--- config.mk ---
export PLATFORM = sky130hd
export DESIGN_NAME = exec_muldiv
export DESIGN_NICKNAME = d
export VERILOG_FILES = /design/src/rtl/exec_muldiv_pkg.sv /design/src/rtl/exec_muldiv_step.sv /design/src/rtl/exec_muldiv.sv
export SDC_FILE = /design/constraint.sdc
export NUM_CORES = 1
export LEC_CHECK = 0
export CAP_MARGIN = 20
export CORE_MARGIN = 2
export CORE_UTILIZATION = 36
export CTS_CLUSTER_SIZE = 40
export DETAILED_ROUTE_END_ITERATION = 10
export REMOVE_ABC_BUFFERS = 1
export SLEW_MARGIN = 25
export SYNTH_ARGS = -nofsm -noshare
export SYNTH_HDL_FRONTEND = slang
export SYNTH_SLANG_ARGS = --single-unit
--- constraint.sdc ---
create_clock -name clk -period 6.5 [get_ports clk]
set_input_delay 1.3 -clock clk [delete_from_list [all_inputs] [get_ports clk]]
set_output_delay 1.3 -clock clk [all_outputs]
set_load 0.01 [all_outputs]
--- src/rtl/exec_muldiv_pkg.sv ---
// Shared RV32M encodings, FSM state type and small decode helpers for exec_muldiv.
package exec_muldiv_pkg;

  localparam logic [6:0] FUNCT7_MULDIV = 7'b000_0001;

  localparam logic [2:0] INST_MUL    = 3'b000;
  localparam logic [2:0] INST_MULH   = 3'b001;
  localparam logic [2:0] INST_MULHSU = 3'b010;
  localparam logic [2:0] INST_MULHU  = 3'b011;
  localparam logic [2:0] INST_DIV    = 3'b100;
  localparam logic [2:0] INST_DIVU   = 3'b101;
  localparam logic [2:0] INST_REM    = 3'b110;
  localparam logic [2:0] INST_REMU   = 3'b111;

  typedef enum logic [1:0] {
    ST_IDLE = 2'd0,
    ST_CALC = 2'd1,
    ST_DONE = 2'd2
  } muldiv_state_e;

  // Divide family occupies the upper half of the funct3 space.
  function automatic logic op_is_div(input logic [2:0] f3);
    return f3[2];
  endfunction

  // rs1 is read as a signed value for MULH, MULHSU, DIV and REM.
  function automatic logic op_rs1_signed(input logic [2:0] f3);
    return (f3 == INST_MULH) || (f3 == INST_MULHSU) ||
           (f3 == INST_DIV)  || (f3 == INST_REM);
  endfunction

  // rs2 is read as a signed value for MULH, DIV and REM.
  function automatic logic op_rs2_signed(input logic [2:0] f3);
    return (f3 == INST_MULH) || (f3 == INST_DIV) || (f3 == INST_REM);
  endfunction

endpackage

--- src/rtl/exec_muldiv_step.sv ---
// One iteration of the iterative multiplier/divider datapath.
// Multiply: acc = {partial_hi, multiplier_remaining}; add operand when the
// current multiplier bit is set, then shift right by one.
// Divide: acc = {remainder, dividend/quotient}; shift left one bit into the
// remainder, subtract the divisor and keep the result if non-negative.
module muldiv_step #(
  parameter int unsigned XLEN = 32
) (
  input  logic              is_div,
  input  logic [2*XLEN-1:0] acc_i,
  input  logic [XLEN-1:0]   operand_i,
  output logic [2*XLEN-1:0] acc_o
);

  logic [XLEN:0]   mul_sum;
  logic [XLEN:0]   div_shift;
  logic [XLEN:0]   div_diff;
  logic [XLEN-1:0] div_rem;
  logic            div_bit;

  // Shift-add or restore-subtract for the current bit
  always_comb begin
    mul_sum   = {1'b0, acc_i[2*XLEN-1:XLEN]} +
                (acc_i[0] ? {1'b0, operand_i} : '0);
    div_shift = {acc_i[2*XLEN-1:XLEN], acc_i[XLEN-1]};
    div_diff  = div_shift - {1'b0, operand_i};
    div_bit   = ~div_diff[XLEN];
    div_rem   = div_bit ? div_diff[XLEN-1:0] : div_shift[XLEN-1:0];
    if (is_div) begin
      acc_o = {div_rem, acc_i[XLEN-2:0], div_bit};
    end else begin
      acc_o = {mul_sum, acc_i[XLEN-1:1]};
    end
  end

endmodule

--- src/rtl/exec_muldiv.sv ---
// Iterative RV32M multiply/divide unit. Stalls the pipeline via hold_en while
// computing and presents the rd value with a one-cycle done pulse.
module exec_muldiv
  import exec_muldiv_pkg::*;
#(
  parameter int unsigned XLEN = 32
) (
  input  logic            clk,
  input  logic            rst_n,
  input  logic            start,
  input  logic [2:0]      funct3,
  input  logic [XLEN-1:0] rs1_data,
  input  logic [XLEN-1:0] rs2_data,
  input  logic            flush,
  output logic            busy,
  output logic            hold_en,
  output logic            done,
  output logic [XLEN-1:0] result
);

  localparam int unsigned CW = $clog2(XLEN) + 1;
  localparam logic [CW-1:0] CNT_LAST = CW'(XLEN - 1);
  localparam logic [XLEN-1:0] MOST_NEG = {1'b1, {(XLEN-1){1'b0}}};

  muldiv_state_e     state_q, state_d;
  logic [2*XLEN-1:0] acc_q, acc_d;
  logic [XLEN-1:0]   opd_q, opd_d;
  logic [CW-1:0]     cnt_q, cnt_d;
  logic [2:0]        op_q, op_d;
  logic              neg_q, neg_d;
  logic              rem_neg_q, rem_neg_d;
  logic [XLEN-1:0]   result_q, result_d;

  logic              accept;
  logic              calc_last;
  logic              sign1, sign2;
  logic [XLEN-1:0]   mag1, mag2;
  logic              is_special;
  logic [XLEN-1:0]   special_res;
  logic [2*XLEN-1:0] step_acc;
  logic [2*XLEN-1:0] prod_signed;
  logic [XLEN-1:0]   quot, rem;
  logic [XLEN-1:0]   final_res;

  assign accept    = (state_q == ST_IDLE) && start && !flush;
  assign calc_last = (cnt_q == CNT_LAST);

  // Operand capture: signed views become magnitudes, special cases detected
  always_comb begin
    sign1 = op_rs1_signed(funct3) && rs1_data[XLEN-1];
    sign2 = op_rs2_signed(funct3) && rs2_data[XLEN-1];
    mag1  = sign1 ? -rs1_data : rs1_data;
    mag2  = sign2 ? -rs2_data : rs2_data;
    is_special  = 1'b0;
    special_res = '0;
    if (op_is_div(funct3)) begin
      if (rs2_data == '0) begin
        is_special  = 1'b1;
        special_res = funct3[1] ? rs1_data : '1;
      end else if (!funct3[0] && (rs1_data == MOST_NEG) && (rs2_data == '1)) begin
        is_special  = 1'b1;
        special_res = funct3[1] ? '0 : rs1_data;
      end
    end
  end

  muldiv_step #(.XLEN(XLEN)) u_step (
    .is_div    (op_is_div(op_q)),
    .acc_i     (acc_q),
    .operand_i (opd_q),
    .acc_o     (step_acc)
  );

  // Sign correction and result selection from the final iteration's output
  always_comb begin
    prod_signed = neg_q ? -step_acc : step_acc;
    quot        = step_acc[XLEN-1:0];
    rem         = step_acc[2*XLEN-1:XLEN];
    if (!op_is_div(op_q)) begin
      final_res = (op_q == INST_MUL) ? prod_signed[XLEN-1:0]
                                     : prod_signed[2*XLEN-1:XLEN];
    end else if (op_q[1]) begin
      final_res = rem_neg_q ? -rem : rem;
    end else begin
      final_res = neg_q ? -quot : quot;
    end
  end

  // FSM state register
  always_ff @(posedge clk or negedge rst_n) begin
    if (!rst_n) begin
      state_q <= ST_IDLE;
    end else begin
      state_q <= state_d;
    end
  end

  // FSM next state; flush always returns to IDLE and drops any request
  always_comb begin
    state_d = state_q;
    unique case (state_q)
      ST_IDLE: begin
        if (accept) begin
          state_d = is_special ? ST_DONE : ST_CALC;
        end
      end
      ST_CALC: begin
        if (flush) begin
          state_d = ST_IDLE;
        end else if (calc_last) begin
          state_d = ST_DONE;
        end
      end
      ST_DONE: begin
        state_d = ST_IDLE;
      end
      default: begin
        state_d = ST_IDLE;
      end
    endcase
  end

  // FSM outputs
  always_comb begin
    busy    = (state_q != ST_IDLE);
    hold_en = accept || (state_q == ST_CALC);
    done    = (state_q == ST_DONE) && !flush;
    result  = result_q;
  end

  // Datapath next values: capture in IDLE, iterate in CALC, commit on last step
  always_comb begin
    acc_d     = acc_q;
    opd_d     = opd_q;
    cnt_d     = cnt_q;
    op_d      = op_q;
    neg_d     = neg_q;
    rem_neg_d = rem_neg_q;
    result_d  = result_q;
    if (accept) begin
      op_d      = funct3;
      cnt_d     = '0;
      neg_d     = sign1 ^ sign2;
      rem_neg_d = sign1;
      if (op_is_div(funct3)) begin
        acc_d = {{XLEN{1'b0}}, mag1};
        opd_d = mag2;
      end else begin
        acc_d = {{XLEN{1'b0}}, mag2};
        opd_d = mag1;
      end
      if (is_special) begin
        result_d = special_res;
      end
    end else if ((state_q == ST_CALC) && !flush) begin
      acc_d = step_acc;
      cnt_d = cnt_q + 1'b1;
      if (calc_last) begin
        result_d = final_res;
      end
    end
  end

  // Datapath registers
  always_ff @(posedge clk or negedge rst_n) begin
    if (!rst_n) begin
      acc_q     <= '0;
      opd_q     <= '0;
      cnt_q     <= '0;
      op_q      <= '0;
      neg_q     <= 1'b0;
      rem_neg_q <= 1'b0;
      result_q  <= '0;
    end else begin
      acc_q     <= acc_d;
      opd_q     <= opd_d;
      cnt_q     <= cnt_d;
      op_q      <= op_d;
      neg_q     <= neg_d;
      rem_neg_q <= rem_neg_d;
      result_q  <= result_d;
    end
  end

endmodule

---- Yosys cells after proc, flatten, opt, wreduce, memory -nomap -nowiden ----
Index checks and enable logic that the tools add are counted.
storage, ports and cells
  RAM bits ................................ 0
  latch bits .............................. 0
  bits in read-only memories .............. 0
  input port bits ......................... 71
  flip-flop bits (word level) ............. 141
  memories ................................ 0
cells by class
  bitwise operators ....................... 2
  magnitude comparators ................... 0
  shift operators ......................... 0
  equal/unequal tests ..................... 12
  add/subtract/negate cells ............... 8
  divide/modulo/power cells ............... 0
  multiplexer cells ....................... 34
  $mul .................................... 0
  reductions and logical operators ........ 24
operator list
  kind                    count
  $mux W32                20
  $mux W64                4
  $neg A32 Y32            4
  $eq A32 B32 Y1 const B  2
  $neg A64 Y64            1
  $add A32 B33 Y33        1
  $sub A33 B32 Y33        1
  $logic_not A32 Y1       1
  $mux W6                 2
  $logic_and A1 B1 Y1     8
  $mux W2                 4
  $add A6 B1 Y6 const B   1
  $eq A3 B3 Y1 const B    2
  $eq A6 B5 Y1 const B    1
  $logic_or A1 B1 Y1      6
  $reduce_bool A2 Y1      3
  $pmux W2 S2             1
  $eq A3 B1 Y1 const B    1
  $eq A3 B2 Y1 const B    1
  $logic_not A3 Y1        1
  $mux W1                 3
  $ne A3 B3 Y1 const B    1
  $reduce_and A3 Y1       1
  $eq A2 B1 Y1 const B    1
  8 further kinds         9

---- Logic depth before layout (Yosys ltp) ----
Gate-level depths: netlist of run 1.
  depth after elaboration ................. 10
  mapped depth ............................ 24

---- By module ----
Synthesis of run 1 repeated with hierarchy kept, for this count alone.
unflattened totals
  cells, all modules ...................... 2,073
  area, all modules ....................... 15,645.0 um^2
modules (own cells, without submodules)
  module       instances  area each (um^2)  cells each
  exec_muldiv  1          11,054.4          1,410
  muldiv_step  1          4,590.7           663

---- Worst setup path after synthesis of run 1 ----
Ideal clock, no wire load.
  path kind ............................... register -> register
  start point ............................. register acc_q[31]
  end point ............................... register result_q[30] (netlist: result[30])
  path slack .............................. 0.688 ns
  arrival time ............................ 5.691 ns
  data required time ...................... 6.379 ns
  period minus slack after synthesis ...... 5.812 ns
  buffers on the path ..................... 0
  setup time .............................. 0.121 ns
  stages on the path, launching flop included .. 23
  path through ............................ dfrtp_1 > inv_1 > ha_1 > inv_1 > fa_1 > a211oi_2 > o21ai_1 > o211a_1 > o21ai_4 > nand3_1 > nand3_1 > a21boi_0 > ha_1 > o2111ai_1 > or3_1 > or4_1 > or2_1 > or2_2 > or4b_1 > o41a_1 > a2111oi_0 > o21a_1 > nor2_1
on the way
  longest elaborated chain between the ends .. 10
  elaborated cells between the ends (all ways) .. 16
  classes of those cells .................. 4 x add/sub; 11 x mux; 1 x bitwise
RTL lines
  element                                        RTL line                                        RTL
  start: declaration                             exec_muldiv.sv:26                               logic [2*XLEN-1:0] acc_q, acc_d;
  start signal: assignment                       exec_muldiv.sv:167                              acc_q <= '0;
  start signal: assignment                       exec_muldiv.sv:175                              acc_q <= acc_d;
  $sub A33 B32 Y33                               exec_muldiv_step.sv:26                          div_diff = div_shift - {1'b0, operand_i};
  $mux W32 / $not A1 Y1 (equally long branches)  exec_muldiv_step.sv:28, exec_muldiv_step.sv:27
  $mux W64 *                                     exec_muldiv_step.sv:29                          if (is_div) begin
  $neg A64 Y64 (tied with other cells)           exec_muldiv.sv:76                               prod_signed = neg_q ? -step_acc : step_acc;
  $mux W64 (tied with other cells)               exec_muldiv.sv:76
  $mux W32, on equally long branches             exec_muldiv.sv:80, exec_muldiv.sv:82
  $mux W32 *                                     exec_muldiv.sv:79                               if (!op_is_div(op_q)) begin
  $mux W32 *                                     exec_muldiv.sv:158                              if (calc_last) begin
  $mux W32 *                                     exec_muldiv.sv:155                              end else if ((state_q == ST_CALC) && !flush) begin
  $mux W32 *                                     exec_muldiv.sv:140                              if (accept) begin
  end signal: assignment                         exec_muldiv.sv:181                              result_q <= result_d;
  end: declaration                               exec_muldiv.sv:32                               logic [XLEN-1:0] result_q, result_d;
Every way passes the cells marked *; elsewhere a longest branch is shown, timed or not. The select of a mux whose other input is x is not followed.
A chain may end at the register's enable or synchronous reset.

---- Worst setup path in the final report of run 1 ----
Same ends and word-level chain as after synthesis.

==> run_results.csv, run 1 <==
group,metric,value,unit
sta,relSlewSlack,0.237,
finish,syn_to_final_growth,14.2,%
job,cap_violations,0,
sta,drv_slew,0,
routing,avgViaCountPerCell,6.12,
global_routing,grt.total_usage,0.283,
floorplan,die_w,218,um
setup_path,rr_worst_depth,22,
sta,fin_skew,0.00884,ns
finish,insertedDiodeCount,0,
synth,synthCells,2302,
synth,yosys_warnings,0,
power,power-per-cell-area,471,nW/um^2
setup_path,start_kind,"register",
synth,synth-seq-area-share,0.214,
routing,highest_layer,"met4",
floorplan,die_height,218,um
place,placed_cells,2921,
global_routing,grt_max_degree,90,
setup_path,critPathCaptureType,"register",
min_path,hp-start,"opd_q[12]",
global_routing,antenna_found_initial,0,
synth,synth-edff-count,0,
synth,synth_commonest_cells,"nand2_1, nor2_1, o21ai_0, a21oi_1, dfrtp_1",
clocking,cts.sinks,141,
sta,hold_viol,0,
setup_path,arrival,6.49,ns
synth,synth_top_area_frac,0.214,
clocking,clk_latency,0.46,ns
setup_path,required,6.85,ns
place,preCtsSetupSlack,0.315,ns
sta,setup_slack,0.359,ns
synth,synthTopCellsByArea,"dfrtp_1, o21ai_0, nand2_1, a21oi_1, xnor2_1",
routing,wl_met1,30200,um
global_routing,first_global_vias,16900,
synth,yosysMostFrequentCell,"nand2_1",
setup_path,r2r-start,"acc_q[31]",
synth,syn_avg_cell_area,7.18,um^2
setup_path,critical_path.startpoint,"acc_q[31]",
clocking,htree_levels,4,
min_path,worst_hold_path_type,"reg -> reg",
routing,wire_per_inst,23.1,um
sta,setup_viol,0,
routing,first_pass_iters,6,
sta,finalCriticalPeriod,6.14,ns
routing,remaining_drc_errors,0,
floorplan,initial_core_util,0.364,
sta,fmax,163,MHz
finish,instances_no_fill,2953,
finish,nets,2483,
clocking,cts-root-buf,"clkbuf_16",
clocking,cts_tree,"done",
clocking,clockBufferDepth,2,
synth,synthFlopType,"dfrtp_1",
place,port_buffers,105,
routing,dr_wl_met2,30900,um
clocking,cts_buffers,17,
floorplan,placeableCoreArea,45400,um^2
sta,tightestPinTransition,1.14,ns
place,gp_congestion,1.01,
clocking,clk_pin_slew,0.07,ns
synth,netlist_area,16500,um^2
routing,vias,18100,
synth,synth.largest_area_cell,"dfrtp_1",
power,ir_drop,0.000219,V
run_status,outcome,"complete, no violations",
finish,fillers,4693,
setup_path,cp_max_fo,6,
synth,synth_cell_types,96,
place,hpwl,53500,um
sta,period_share,0.945,
global_routing,overflow,0,
min_path,hold_depth,2,
routing,ant_nets,0,
routing,route.met3.wl,3990,um
synth,async_flop_share,1.00,
floorplan,dieArea,47600,um^2
clocking,cts_setup_buffers,0,
finish,drive_gt1_frac,0.0620,
synth,ys_ff_latch,141,
sta,rsz0062_at_grt,"false",
floorplan,rows,78,
setup_path,crit_type,"reg -> reg",
power,p_leak,7.51,nW
routing,drt-total-wl,68200,um
routing,drt-initial-drc-count,1674,
global_routing,grt_pass1_wl,103000,um
floorplan,io_pins,106,
-- final timing paths --
kind | end | slack, ns
max reg2reg | result[30] | 0.36
max in group asynchronous | result[6] | 4.34
min reg2reg | opd_q[12] | 0.50
min in group asynchronous | opd_q[26] | 0.91
max | result[30] | 0.36
min | opd_q[12] | 0.50
-- flip-flops by register name, indices dropped and copies added (netlist names) --
| register | cells |
|---|---|
| rem_neg_q | 1 |
| result | 32 |
| acc_q | 64 |
| cnt_q | 6 |
| neg_q | 1 |
| opd_q | 32 |
| op_q | 3 |
| state_q | 2 |
-- metrics by stage --
stage                     cell area, um^2  TNS, ns  hold slack [ns]  utilization  power (mW)
final                               18900        0            0.501        0.416        8.89
after global routing                18900        0            0.524        0.416        9.42
after CTS                           18800        0            0.499        0.415        8.69
after detailed placement            18200        0            0.484        0.402        7.56
after global placement              18200        0            0.482        0.402        7.54
after floorplan                     15900  -448.91            0.463            -        5.51
-- power by group --
group / internal [mW] / leakage [nW] / switching [mW]
Sequential: 1.08 / 1.84 / 0.302
Clock: 0.641 / 0.307 / 0.440
Combinational: 2.25 / 5.36 / 4.18
-- cell usage in the layout (no fill, tap or decap), drive strengths merged, types with 70 or more instances in the layout --
master and instances:
inv 70, o211ai 72, nand2 266, ha 70
dfrtp 141, o21ai 225, nor2 242, xor2 77
clkdlybuf4s50 103, xnor2 104, a21oi 197
-- critical path: stages (launching register included) --
cell	delay (ns)
dfrtp_1	0.38
inv_1	0.06
ha_1	0.15
inv_1	0.05
fa_1	0.44
a211oi_4	0.28
o21ai_1	0.19
o211a_1	0.30
o21ai_4	0.24
nand3_1	0.13
nand3_1	0.17
a21boi_1	0.24
ha_1	0.26
o2111ai_2	0.18
or3_4	0.39
or4_1	0.48
or2_1	0.29
or2_2	0.31
or4b_1	0.56
o41a_1	0.33
a2111oi_1	0.38
o21a_1	0.18
nor2_1	0.04
-- logic make-up after synthesis --
| family | share of synthesized area |
|---|---|
| simple gates | 0.252 |
| compound gates | 0.300 |
| flops | 0.214 |
| xor+xnor | 0.0959 |
| mux | 0.0316 |
| buf+inv | 0.0522 |
| fa+ha+maj | 0.0554 |
-- per-layer routing --
metal	global-route usage	vias up
li1	-	8488
met1	0.378	8697
met2	0.457	741
met3	0.0319	135
met4	0.129	0
met5	0	-
-- layout make-up --
cell class,count,area [um^2],share of cell area
clock inverters,15,196,0.0104
well taps,600,751,0.0398
flip-flops and latches,141,3530,0.187
clock buffers,17,425,0.0225
multi-input cells,1942,12200,0.646
inverters,70,263,0.0139
repair buffers,168,1520,0.0807
-- timing repair --
| item | in CTS | in global routing |
|---|---|---|
| endpoints found under the setup margin | 0 | 4 |
| hold buffers | 0 | 0 |
| resized for setup | 0 | 5 |
No activity file was read; power rests on OpenSTA's default activity.
==> run 2, diff against run 1 <==
Settings changed: SLEW_MARGIN 25 to 15.
==> run_results.csv, run 2 (synthesis results as in run 1) <==
group,metric,value,unit
run_status,outcome,"complete, no violations",
routing,vias,18000,
sta,period_share,0.946,
sta,finalCriticalPeriod,6.15,ns
sta,rsz0062_at_grt,"false",
place,preCtsSetupSlack,0.315,ns
setup_path,reg2reg_slack,0.35,ns
routing,avgViaCountPerCell,6.10,
floorplan,io_pins,106,
floorplan,rows,78,
routing,ant_nets,0,
finish,top_register,"acc_q",
routing,wire_per_inst,23.1,um
floorplan,die_w,218,um
setup_path,required,6.85,ns
clocking,cts_setup_buffers,0,
floorplan,placeableCoreArea,45400,um^2
setup_path,r2r-start,"acc_q[31]",
global_routing,grt.total_usage,0.283,
sta,tightestPinTransition,1.15,ns
finish,nets,2483,
setup_path,crit_type,"reg -> reg",
clocking,htree_levels,4,
clocking,cts_tree,"done",
clocking,cts-root-buf,"clkbuf_16",
setup_path,endpoint,"result[30]",
place,port_buffers,105,
routing,drt-initial-drc-count,1681,
finish,syn_to_final_growth,14.2,%
sta,fin_skew,0.00927,ns
sta,relSlewSlack,0.232,
place,gp_congestion,1.01,
min_path,worst_hold_path_type,"reg -> reg",
setup_path,arrival,6.49,ns
setup_path,start_kind,"register",
floorplan,initial_core_util,0.364,
sta,drv_slew,0,
power,p_leak,7.51,nW
finish,fillers,4690,
clocking,cts.repair.resized,0,
place,placed_cells,2921,
global_routing,antenna_found_initial,0,
job,cap_violations,0,
clocking,cts_buffers,17,
routing,drt-total-wl,68300,um
floorplan,dieArea,47600,um^2
global_routing,grt_max_degree,90,
routing,first_pass_iters,6,
setup_path,r2r-end,"result[30]",
global_routing,overflow,0,
clocking,clockBufferDepth,2,
power,ir_drop,0.000220,V
power,power-per-cell-area,470,nW/um^2
min_path,hold_depth,1,
finish,instances_no_fill,2954,
finish,final_common_cell,"nand2_1",
sta,setup_slack,0.351,ns
global_routing,grt_pass1_wl,103000,um
finish,final_cell_mix,"nand2_1, nor2_1, o21ai_0, a21oi_1, dfrtp_1",
clocking,clk_latency,0.46,ns
clocking,clk_pin_slew,0.06,ns
floorplan,die_height,218,um
finish,largest_register_ffs,64,
sta,fmax,163,MHz
sta,setup_viol,0,
setup_path,critPathCaptureType,"register",
clocking,cts.sinks,141,
sta,whs,0.498,ns
sta,hold_viol,0,
place,hpwl,53500,um
setup_path,rr_worst_depth,22,
global_routing,first_global_vias,16900,
setup_path,cp_max_fo,6,
setup_path,critical_path.startpoint,"acc_q[31]",
finish,drive_gt1_frac,0.0616,
routing,remaining_drc_errors,0,
clocking,postCtsHoldBufs,0,
## run 2: cell count changes in the layout (fill, tap and decap cells not counted), sizes merged
cell / delta
diode: +1
## run 2: report_power, final
group          internal [mW]  total [mW]  switching, mW
Combinational           2.24        6.41           4.17
Clock                  0.641        1.08          0.441
Sequential              1.08        1.39          0.302
Total                   3.97        8.88           4.91
## run 2: area by class of cell
type | count | area, um^2 | area share
repair buffers | 168 | 1520 | 0.0807
clock inverters | 15 | 196 | 0.0104
multi-input cells | 1942 | 12200 | 0.645
flip-flops and latches | 141 | 3530 | 0.187
clock buffers | 17 | 425 | 0.0225
diodes | 1 | 2.50 | 0.000133
well taps | 600 | 751 | 0.0398
inverters | 70 | 263 | 0.0139
## run 2: worst max-delay path, cell delays in order (launching register included)
cell and delay, ns:
dfrtp_1 0.38, inv_1 0.06, ha_1 0.15, inv_1 0.05, fa_1 0.44, a211oi_4 0.29, o21ai_1 0.18, o211a_1 0.30
o21ai_4 0.24, nand3_1 0.14, nand3_1 0.17, a21boi_1 0.24, ha_1 0.26, o2111ai_2 0.18, or3_4 0.38, or4_1 0.48
or2_1 0.30, or2_2 0.31, or4b_1 0.56, o41a_1 0.33, a2111oi_1 0.38, o21a_1 0.18, nor2_1 0.04
## run 2: worst min path at each step
| stage | end | from | slack (ns) |
|---|---|---|---|
| finish | result[7] | result[7] | 0.50 |
| global route | opd_q[12] | opd_q[12] | 0.52 |
| CTS | result[7] | result[7] | 0.50 |
| detailed placement | result[7] | result[7] | 0.48 |
| global placement | opd_q[12] | opd_q[12] | 0.48 |
| floorplan | opd_q[1] | opd_q[1] | 0.46 |
## run 2: layer usage
layer | track usage | share of wire
met1 | 0.378 | 0.44
met5 | 0 | 0
met3 | 0.0319 | 0.063
met2 | 0.457 | 0.46
met4 | 0.129 | 0.046
## run 2: stage by stage
stage | util | cell area (um^2) | setup TNS [ns] | power (mW)
final | 0.416 | 18900 | 0 | 8.88
after global routing | 0.416 | 18900 | 0 | 9.41
after CTS | 0.415 | 18800 | 0 | 8.69
after detailed placement | 0.402 | 18200 | 0 | 7.56
after global placement | 0.402 | 18200 | 0 | 7.54
after floorplan | - | 15900 | -448.91 | 5.51
==> run 3, diff against run 2 <==
Settings changed: RECOVER_POWER from default to 25.
==> results of run 3 <==
Same layout as run 2: the final DEF is identical, and so are final timing and power.
